## config.mk

```make
export PLATFORM = sky130hd
export DESIGN_NAME = mac_accumulator
export DESIGN_NICKNAME = d
export VERILOG_FILES = /design/src/rtl/mac_accumulator.sv
export SDC_FILE = /design/constraint.sdc
export NUM_CORES = 1
export LEC_CHECK = 0
export ABC_AREA = 1
export BUFFER_PORTS_ARGS = -buffer_cell sky130_fd_sc_hd__buf_2
export CAP_MARGIN = 20
export CORE_UTILIZATION = 55
export DETAILED_ROUTE_END_ITERATION = 7
export GPL_TIMING_DRIVEN = 0
export PLACE_DENSITY = 0.74
export SYNTH_ARGS = -nofsm -noshare
export SYNTH_HDL_FRONTEND = slang
export SYNTH_SLANG_ARGS = --single-unit
```

## constraint.sdc

```tcl
create_clock -name clk -period 10.2 [get_ports clk]
set_input_delay 3.06 -clock clk [delete_from_list [all_inputs] [get_ports clk]]
set_output_delay 3.06 -clock clk [all_outputs]
set_load 0.03 [all_outputs]
```

## src/rtl/mac_accumulator.sv

```systemverilog
// Streaming signed multiply-accumulate: operand register, radix-4 Booth multiplier,
// product register and a saturating/wrapping accumulator emitting one result per vector.

module mac_booth_mul #(
  parameter int unsigned BITS = 8
) (
  input  logic [2*BITS-1:0] ab,
  output logic [2*BITS-1:0] prod
);
  localparam int unsigned PW     = 2 * BITS;
  localparam int unsigned DIGITS = BITS / 2;

  logic [BITS-1:0] a;
  logic [BITS-1:0] b;
  logic [BITS:0]   bx;
  logic [PW-1:0]   ae;
  logic [PW-1:0]   pp;
  logic [PW-1:0]   sum;
  logic [2:0]      dig;

  assign a  = ab[PW-1:BITS];
  assign b  = ab[BITS-1:0];
  assign bx = {b, 1'b0};

  // Radix-4 Booth recoding: each overlapping 3-bit window selects 0, +-a or +-2a.
  always_comb begin
    ae  = PW'($signed(a));
    pp  = '0;
    sum = '0;
    dig = '0;
    for (int i = 0; i < DIGITS; i++) begin
      dig = bx[2*i +: 3];
      case (dig)
        3'b001, 3'b010: pp = ae;
        3'b011:         pp = ae << 1;
        3'b100:         pp = -(ae << 1);
        3'b101, 3'b110: pp = -ae;
        default:        pp = '0;
      endcase
      sum = sum + (pp << (2*i));
    end
    prod = sum;
  end
endmodule

module mac_accumulator #(
  parameter int unsigned BITS     = 8,
  parameter int unsigned ACC_BITS = 24,
  parameter int unsigned SATURATE = 1
) (
  input  logic                clk,
  input  logic                rst,
  input  logic                in_valid,
  output logic                in_ready,
  input  logic [BITS-1:0]     in_a,
  input  logic [BITS-1:0]     in_b,
  input  logic                in_last,
  output logic                out_valid,
  input  logic                out_ready,
  output logic [ACC_BITS-1:0] out_data,
  output logic                out_sat
);
  localparam int unsigned PW = 2 * BITS;
  localparam int unsigned SW = ACC_BITS + 1;

  logic                stall;
  logic                s1_valid;
  logic                s1_last;
  logic [BITS-1:0]     s1_a;
  logic [BITS-1:0]     s1_b;
  logic [PW-1:0]       prod;
  logic                s2_valid;
  logic                s2_last;
  logic [PW-1:0]       s2_prod;
  logic [ACC_BITS-1:0] acc;
  logic                sticky;
  logic [SW-1:0]       sum;
  logic                ovf;
  logic [ACC_BITS-1:0] result;

  // A held result freezes the whole pipeline.
  assign stall    = out_valid && !out_ready;
  assign in_ready = !stall;

  mac_booth_mul #(.BITS(BITS)) u_mul (
    .ab   ({s1_a, s1_b}),
    .prod (prod)
  );

  always_ff @(posedge clk or posedge rst) begin
    if (rst) begin
      s1_valid <= 1'b0;
      s1_last  <= 1'b0;
      s1_a     <= '0;
      s1_b     <= '0;
    end else if (!stall) begin
      s1_valid <= in_valid;
      if (in_valid) begin
        s1_a    <= in_a;
        s1_b    <= in_b;
        s1_last <= in_last;
      end
    end
  end

  always_ff @(posedge clk or posedge rst) begin
    if (rst) begin
      s2_valid <= 1'b0;
      s2_last  <= 1'b0;
      s2_prod  <= '0;
    end else if (!stall) begin
      s2_valid <= s1_valid;
      s2_last  <= s1_last;
      s2_prod  <= prod;
    end
  end

  // One guard bit above the accumulator exposes overflow as a sign disagreement.
  always_comb begin
    sum    = SW'($signed(acc)) + SW'($signed(s2_prod));
    ovf    = sum[ACC_BITS] ^ sum[ACC_BITS-1];
    result = sum[ACC_BITS-1:0];
    if (ovf && (SATURATE != 0)) begin
      result = sum[ACC_BITS] ? {1'b1, {(ACC_BITS-1){1'b0}}}
                             : {1'b0, {(ACC_BITS-1){1'b1}}};
    end
  end

  always_ff @(posedge clk or posedge rst) begin
    if (rst) begin
      acc       <= '0;
      sticky    <= 1'b0;
      out_valid <= 1'b0;
      out_data  <= '0;
      out_sat   <= 1'b0;
    end else if (!stall) begin
      if (s2_valid && s2_last) begin
        out_data  <= result;
        out_sat   <= sticky | ovf;
        out_valid <= 1'b1;
        acc       <= '0;
        sticky    <= 1'b0;
      end else begin
        out_valid <= 1'b0;
        if (s2_valid) begin
          acc    <= result;
          sticky <= sticky | ovf;
        end
      end
    end
  end
endmodule

```

==> results of run 1 <==
-- how the worst max path moves through the flow --
stage,start,to,cells past startpoint
5_1_grt,out_ready,in_ready,6
3_5_place_dp,out_ready,in_ready,6
3_3_place_gp,out_ready,in_ready,6
2_1_floorplan,out_ready,in_ready,4
6_report,out_ready,in_ready,6
4_1_cts,out_ready,in_ready,6
-- per-stage QoR --
step / hold slack, ns / instances / instance area (um^2)
after floorplan: 0.4476 / 985 / 7051
after CTS: 0.4779 / 1217 / 7828
after global placement: 0.4564 / 1200 / 7496
final: 0.4731 / 1217 / 7828
after global routing: 0.4968 / 1217 / 7828
after detailed placement: 0.4606 / 1201 / 7526
-- kinds of logic after synthesis --
kind of cell | synth area share, %
compound gates | 14.11
flops | 30.88
simple gates | 29.49
mux | 0.3194
fa+ha+maj | 13.70
xor+xnor | 3.230
buf+inv | 8.270
-- layout make-up --
| type | count | area share [%] |
|---|---|---|
| Multi-Input combinational cell | 752 | 54.81 |
| Timing Repair Buffer | 48 | 3.357 |
| Sequential cell | 87 | 27.81 |
| Tap cell | 168 | 2.685 |
| Buffer | 22 | 1.471 |
| Clock buffer | 11 | 3.229 |
| Inverter | 124 | 6.010 |
| Clock inverter | 5 | 0.6234 |
-- worst max-delay path, stage by stage --
cell and delay [ns]:
buf_2 0.07, nor2_1 0.06, inv_1 0.07, clkbuf_1 0.37
buf_2 0.34, buf_2 0.24
-- cells in the final DEF, fill, tap and decap left out, types with 4 or more instances in the layout --
master	netlist	routed
nor2_1	69	69
o22ai_1	19	19
o211ai_1	6	6
nand3_2	5	5
fa_1	22	22
nand2_1	329	329
xnor2_1	6	6
nor2_2	6	6
ha_1	42	42
buf_2	8	55
xor2_1	20	20
dfrtp_1	87	87
nand4_1	8	8
a221oi_1	9	9
nor3_1	7	7
clkbuf_1	11	11
nand2_2	15	15
o221ai_1	5	5
o21ai_0	42	42
inv_2	6	6
inv_1	116	115
a31oi_1	4	4
nand3_1	38	38
clkbuf_16	0	9
a21oi_1	68	68
-- cell usage after synthesis (4+ instances only) --
| master | number |
|---|---|
| nand2_1 | 329 |
| inv_1 | 116 |
| dfrtp_1 | 87 |
| nor2_1 | 69 |
| a21oi_1 | 68 |
| ha_1 | 42 |
| o21ai_0 | 42 |
| nand3_1 | 38 |
| fa_1 | 22 |
| xor2_1 | 20 |
| o22ai_1 | 19 |
| nand2_2 | 15 |
| clkbuf_1 | 11 |
| a221oi_1 | 9 |
| buf_2 | 8 |
| nand4_1 | 8 |
| nor3_1 | 7 |
| inv_2 | 6 |
| nor2_2 | 6 |
| o211ai_1 | 6 |
| xnor2_1 | 6 |
| nand3_2 | 5 |
| o221ai_1 | 5 |
| a31oi_1 | 4 |
-- registers in the layout, summed over array words and instances, names as in the netlist --
signal,count
acc,24
out_data,24
s2_prod,16
s1_a,8
s1_b,8
out_sat,1
out_valid,1
s1_last,1
s1_valid,1
s2_last,1
s2_valid,1
sticky,1
-- layer usage --
| layer | routed length, um | global-route usage, % | part of all wire [%] | vias up |
|---|---|---|---|---|
| li1 | - | - | - | 3332 |
| met1 | 9514 | 47.71 | 49 | 3216 |
| met2 | 7978 | 46.47 | 41 | 262 |
| met3 | 1628 | 6.589 | 8.4 | 27 |
| met4 | 254 | 7.013 | 1.3 | 0 |
| met5 | 0 | 0 | 0 | - |
==> results.json, run 1 <==
{
  "rows": 40,
  "fill_cells": 1131,
  "timing.final.hold_violations": 0,
  "wirelength_mm": 19.38,
  "core_um2": 12260,
  "tightest_slew_ns": 0.7468,
  "antenna_cells": 0,
  "synth.avg_cell_area_um2": 7.158,
  "synth_enable_flop_cells": 0,
  "postSynth.asyncResetShare_pct": 100.0,
  "critPathKind": "in -> out",
  "area_growth_pct": 11.02,
  "synthCells": 985,
  "drc_errors": 0,
  "dr.pass1.iters": 5,
  "hp-start": "out_data[12]",
  "hold_path_class": "reg -> reg",
  "cp-start-kind": "input pin",
  "grt_usage_pct": 31.65,
  "status": "finished clean",
  "ctsHoldBuffers": 0,
  "slew_headroom_pct": 49.86,
  "io_buffers": 47,
  "gp_congestion": 0.9551,
  "tns_ns": 0,
  "rsz0062_at_grt": "no",
  "final_nets": 1129,
  "synth_top_area_share_pct": 30.88,
  "grt_pass1_wl_mm": 32.25,
  "initial_core_util_pct": 57.50,
  "holdPathStages": 2,
  "skew_ns": 0.01018,
  "yosysWarnings": 0,
  "clk_latency_ns": 0.36,
  "worst_r2r_endpoint": "s2_prod[13]",
  "synth.distinct_cells": 48,
  "worstPathMaxFanout": 10,
  "clkSlewWorstSetupHoldPaths_ns": 0.06,
  "overflow": 0,
  "final.min_clock_period_ns": 7.275,
  "netlist_area_um2": 7051,
  "antenna_found_initial": 0,
  "period_share_pct": 71.33,
  "die_area_um2": 13280,
  "cp.required_ns": 7.14,
  "maxCapViolCount": 0,
  "setup-violations-final": 0,
  "r2r_slack_ns": 5.46,
  "fmax_ghz": 0.1375,
  "vias": 6837,
  "ant_nets": 0,
  "seq_area_frac_synth_pct": 30.88,
  "r2r-start": "s1_a[1]",
  "numCtsBuffers": 9,
  "dominantRegCellSynth": "dfrtp_1",
  "grt_pass1_vias": 6492,
  "cts-root-buf": "clkbuf_16",
  "boundaryPins": 48,
  "r2r_cells": 22,
  "die_x_um": 115.2,
  "synth_area_leader_cell": "dfrtp_1",
  "grt_start_max_net_pins": 58,
  "via_per_inst": 5.618,
  "timing.final.ws_setup_ns": 2.925,
  "htreeDepth": 3,
  "drt_iter0_drc": 742,
  "cts_tree": "done",
  "ys_seq_elements": 87,
  "crit_arrival_ns": 4.22,
  "drv_slew": 0,
  "place_ws_ns": 2.900,
  "chipHeight_um": 115.2,
  "syn_nets": 1070,
  "cts_resized": 0,
  "whs_endpoint": "out_data[12]",
  "post_cts_buffers": 0,
  "dpl.hpwl_mm": 15.25,
  "post_drt_wl_per_cell_um": 15.92,
  "yosys-top-cells-area": "dfrtp_1 31%, nand2_1 18%, ha_1 7.5%",
  "regArea_um2": 2177,
  "final_util_pct": 63.84,
  "cts_buffer_depth": 2,
  "drive_above_1_share_pct": 11.73,
  "cts_sinks": 87,
  "worst_setup_path_end_kind": "output port",
  "multiInputGateArea_um2": 4290
}
Power of run 1 is not shown: default switching activity piles up to over one toggle a cycle in this logic, so the estimate is an artifact.
==> run 2: changes to the inputs <==
- PLACE_DENSITY: 0.74 -> 0.76
- clock period: 10.2 -> 6.2 ns (I/O delays scaled with it)
==> run 2 against run 1 <==
Core utilization down 0.23 points. Via count down 1.7%. Global-route usage fell by 0.30 points. Critical endpoint unchanged. First-iteration DRC count fell by 20%. Highest routed layer unchanged. Flip-flop and latch count unchanged. Non-clock buffer count stayed put. Clock skew about the same.
==> results.json, run 2 (synthesis results as in run 1) <==
{
  "r2r_slack_ns": 1.49,
  "skew_ns": 0.01028,
  "die_area_um2": 13280,
  "holdWs_ns": 0.4712,
  "final_cell_count_no_fill": 1216,
  "cts_sinks": 87,
  "cts_buffer_depth": 2,
  "vias": 6719,
  "gp_congestion": 1.030,
  "ctsHoldBuffers": 0,
  "clk_latency_ns": 0.36,
  "critPathKind": "in -> out",
  "cts_resized": 0,
  "regArea_um2": 2177,
  "crit_arrival_ns": 3.02,
  "drive_above_1_share_pct": 11.55,
  "fill_cells": 1161,
  "clkSlewWorstSetupHoldPaths_ns": 0.06,
  "critPathLaunch": "out_ready",
  "grt_start_max_net_pins": 54,
  "area_growth_pct": 10.61,
  "status": "finished clean",
  "cp-start-kind": "input pin",
  "core_um2": 12260,
  "rows": 40,
  "post_drt_wl_per_cell_um": 15.89,
  "antenna_found_initial": 0,
  "setup-violations-final": 0,
  "grt_usage_pct": 31.34,
  "drt_iter0_drc": 594,
  "place_ws_ns": 1.328,
  "dpl.hpwl_mm": 15.17,
  "die_x_um": 115.2,
  "drv_slew": 0,
  "cp.required_ns": 4.34,
  "hp-start": "out_data[10]",
  "final_cell_mix": "329 x nand2_1, 115 x inv_1, 87 x dfrtp_1, 69 x nor2_1, 68 x a21oi_1",
  "slew_headroom_pct": 52.54,
  "post_cts_buffers": 0,
  "numCtsBuffers": 9,
  "overflow": 0,
  "cts_tree": "done",
  "htreeDepth": 3,
  "dpl.cell_count": 1201,
  "hold_path_class": "reg -> reg",
  "worst_setup_path_end_kind": "output port",
  "drc_errors": 0,
  "timing.final.ws_setup_ns": 1.316,
  "tightest_slew_ns": 0.7068,
  "boundaryPins": 48,
  "r2r-start": "s1_a[1]",
  "antenna_cells": 0,
  "period_share_pct": 78.77,
  "io_buffers": 47,
  "dr.pass1.iters": 5,
  "final_nets": 1129,
  "grt_pass1_wl_mm": 31.86,
  "cts-root-buf": "clkbuf_16",
  "fmax_ghz": 0.2048,
  "largest_registers": "acc (24), out_data (24), s2_prod (16)",
  "chipHeight_um": 115.2,
  "rsz0062_at_grt": "no",
  "multiInputGateArea_um2": 4290,
  "ant_nets": 0,
  "layout_commonest_cell": "nand2_1",
  "timing.final.hold_violations": 0,
  "tns_ns": 0,
  "via_per_inst": 5.525,
  "initial_core_util_pct": 57.50,
  "final.min_clock_period_ns": 4.884,
  "worstPathMaxFanout": 10,
  "grt_pass1_vias": 6477,
  "maxCapViolCount": 0,
  "wirelength_mm": 19.32
}
==> run 2: worst paths after layout <==
kind                                end  cells past startpoint
setup / recovery               in_ready                      6
hold reg to reg            out_data[10]                      2
max in group asynchronous   s2_prod[14]                      3
min in group asynchronous   out_data[2]                      2
hold / removal             out_data[10]                      2
setup reg to reg            s2_prod[13]                     22
==> run 2: area by class of cell <==
cell class              count  area share [%]
multi-input cells         752           55.01
well taps                 168           2.695
flip-flops and latches     87           27.92
plain buffers              22           1.476
inverters                 124           6.032
clock inverters             4          0.3850
clock buffers              11           3.112
repair buffers             48           3.369
==> run 2: routing by layer <==
layer / vias to the layer above / global-route usage [%] / part of all wire (%)
met5: - / 0 / 0
met4: 0 / 7.792 / 1.1
met3: 23 / 6.537 / 7.8
met2: 231 / 45.90 / 41
met1: 3149 / 47.00 / 50
li1: 3316 / - / -
==> run 2: critical path: stages <==
cell and delay, ns:
buf_2 0.07, nor2_1 0.06, inv_1 0.07, clkbuf_1 0.37, buf_2 0.34, buf_2 0.25
==> run 2: through the flow <==
step | cell area (um^2) | utilization, %
finish | 7799 | 63.60
global route | 7799 | 63.60
CTS | 7799 | 63.60
detailed placement | 7526 | 61.38
global placement | 7496 | 61.13
floorplan | 7051 | -
Power of run 2 is left out for the same reason.
==> run 3: changes to the inputs <==
- clock period: 6.2 -> 4.3 ns (I/O delays scaled with it)
==> run 3 against run 2 <==
Via count up 1.8%. Core utilization up 2.6 points. Register-to-register slack lost 1.3 ns. Critical path depth is 17 higher. Die area unchanged. Clock skew rose by 0.0024 ns. Largest cell class unchanged.
==> results.json, run 3 (synthesis results as in run 1) <==
{
  "worstPathMaxFanout": 6,
  "layout_commonest_cell": "nand2_1",
  "core_um2": 12260,
  "worst_setup_path_end_kind": "register",
  "clk_latency_ns": 0.36,
  "setup-violations-final": 0,
  "cts-root-buf": "clkbuf_16",
  "htreeDepth": 3,
  "ctsHoldBuffers": 0,
  "dr.pass1.iters": 5,
  "final_util_pct": 66.15,
  "drive_above_1_share_pct": 16.64,
  "hold_path_class": "reg -> reg",
  "post_drt_wl_per_cell_um": 15.93,
  "final_cell_mix": "324 x nand2_1, 109 x inv_1, 85 x dfrtp_1, 63 x nor2_1, 63 x a21oi_1",
  "gp_congestion": 1.030,
  "antenna_found_initial": 0,
  "vias": 6837,
  "grt_start_max_net_pins": 54,
  "slew_headroom_pct": 59.82,
  "antenna_cells": 0,
  "overflow": 0,
  "status": "finished clean",
  "period_share_pct": 96.19,
  "numCtsBuffers": 9,
  "clkSlewWorstSetupHoldPaths_ns": 0.07,
  "final.min_clock_period_ns": 4.136,
  "grt_usage_pct": 31.54,
  "cp.required_ns": 4.54,
  "die_area_um2": 13280,
  "die_x_um": 115.2,
  "drc_errors": 0,
  "grt_pass1_vias": 6525,
  "crit_arrival_ns": 4.37,
  "skew_ns": 0.01268,
  "cp-start-kind": "register",
  "area_growth_pct": 15.05,
  "maxCapViolCount": 0,
  "drt_iter0_drc": 557,
  "cts_tree": "done",
  "cts_sinks": 87,
  "final_nets": 1145,
  "fill_cells": 1124,
  "chipHeight_um": 115.2,
  "r2r_slack_ns": 0.16,
  "grt_pass1_wl_mm": 32.06,
  "drv_slew": 0,
  "fmax_ghz": 0.2418,
  "ant_nets": 0,
  "timing.final.hold_violations": 0,
  "rows": 40,
  "tightest_slew_ns": 0.6005,
  "dpl.hpwl_mm": 15.17,
  "wirelength_mm": 19.63,
  "largest_registers": "acc (24), out_data (24), s2_prod (16)",
  "io_buffers": 47,
  "critPathKind": "reg -> reg",
  "cts_buffer_depth": 2,
  "boundaryPins": 48,
  "initial_core_util_pct": 57.50,
  "via_per_inst": 5.550
}
==> run 3: changes by cell type in the layout (fill, tap and decap cells not counted), sizes merged <==
cell	previous run	this run
buf	59	75
clkinvlp	1	2
inv	124	123
==> run 3: final cells by class <==
type | instances | area [um^2] | area share [%]
timing repair buffer | 64 | 382.9 | 4.720
multi-input combinational | 752 | 4466 | 55.05
sequential | 87 | 2180 | 26.87
tap | 168 | 210.2 | 2.591
buffer | 22 | 118.9 | 1.465
inverter | 124 | 481.7 | 5.939
clock buffer | 11 | 242.7 | 2.992
clock inverter | 4 | 30.03 | 0.3702
==> run 3: timing repair <==
action	CTS	global route
endpoints found under the setup margin	6	7
setup buffers	2	14
pin swaps	2	13
gates resized for setup	14	45
==> run 3: critical path: stages (launching register included) <==
cell	delay, ns
dfrtp_1	0.43
inv_4	0.12
ha_4	0.16
nand2_1	0.07
nor2_2	0.17
nand2_2	0.15
nand2_2	0.10
inv_1	0.07
nand2_1	0.11
nand2_1	0.08
a21oi_2	0.16
inv_1	0.07
fa_1	0.47
inv_1	0.06
fa_1	0.54
inv_1	0.05
ha_1	0.30
nand2_1	0.10
nor2_2	0.15
a21o_1	0.17
a31oi_1	0.10
or2_2	0.28
nand3_1	0.07
nand2_1	0.05
==> run 3: worst paths after layout <==
| path | from | to | cells after the start |
|---|---|---|---|
| worst max register to register | s1_a[0] | s2_prod[13] | 23 |
| worst min register to register | out_data[10] | out_data[10] | 2 |
| worst min-delay path | out_data[10] | out_data[10] | 2 |
| worst max-delay path | s1_a[0] | s2_prod[13] | 23 |
| min in group asynchronous | rst | out_data[2] | 2 |
| max in group asynchronous | rst | s2_prod[14] | 3 |
==> run 3: per-stage QoR <==
stage	worst slack (ns)	area [um^2]	hold WS [ns]	cells	setup TNS (ns)
floorplan	0.4107	7051	0.4476	985	0
global placement	-0.3570	7496	0.4567	1200	-17.05
detailed placement	-0.3022	7526	0.4603	1201	-1.048
CTS	0.002322	7845	0.4762	1218	0
global route	-0.05334	8112	0.4889	1232	-0.1788
finish	0.1636	8112	0.4712	1232	0
==> run 3: routing by layer <==
metal | share of wire (%) | GRT usage (%)
met5 | 0 | 0
met3 | 7.6 | 7.011
met4 | 1.2 | 7.619
met1 | 49 | 46.87
met2 | 42 | 46.47
Power of run 3 is left out for the same reason.
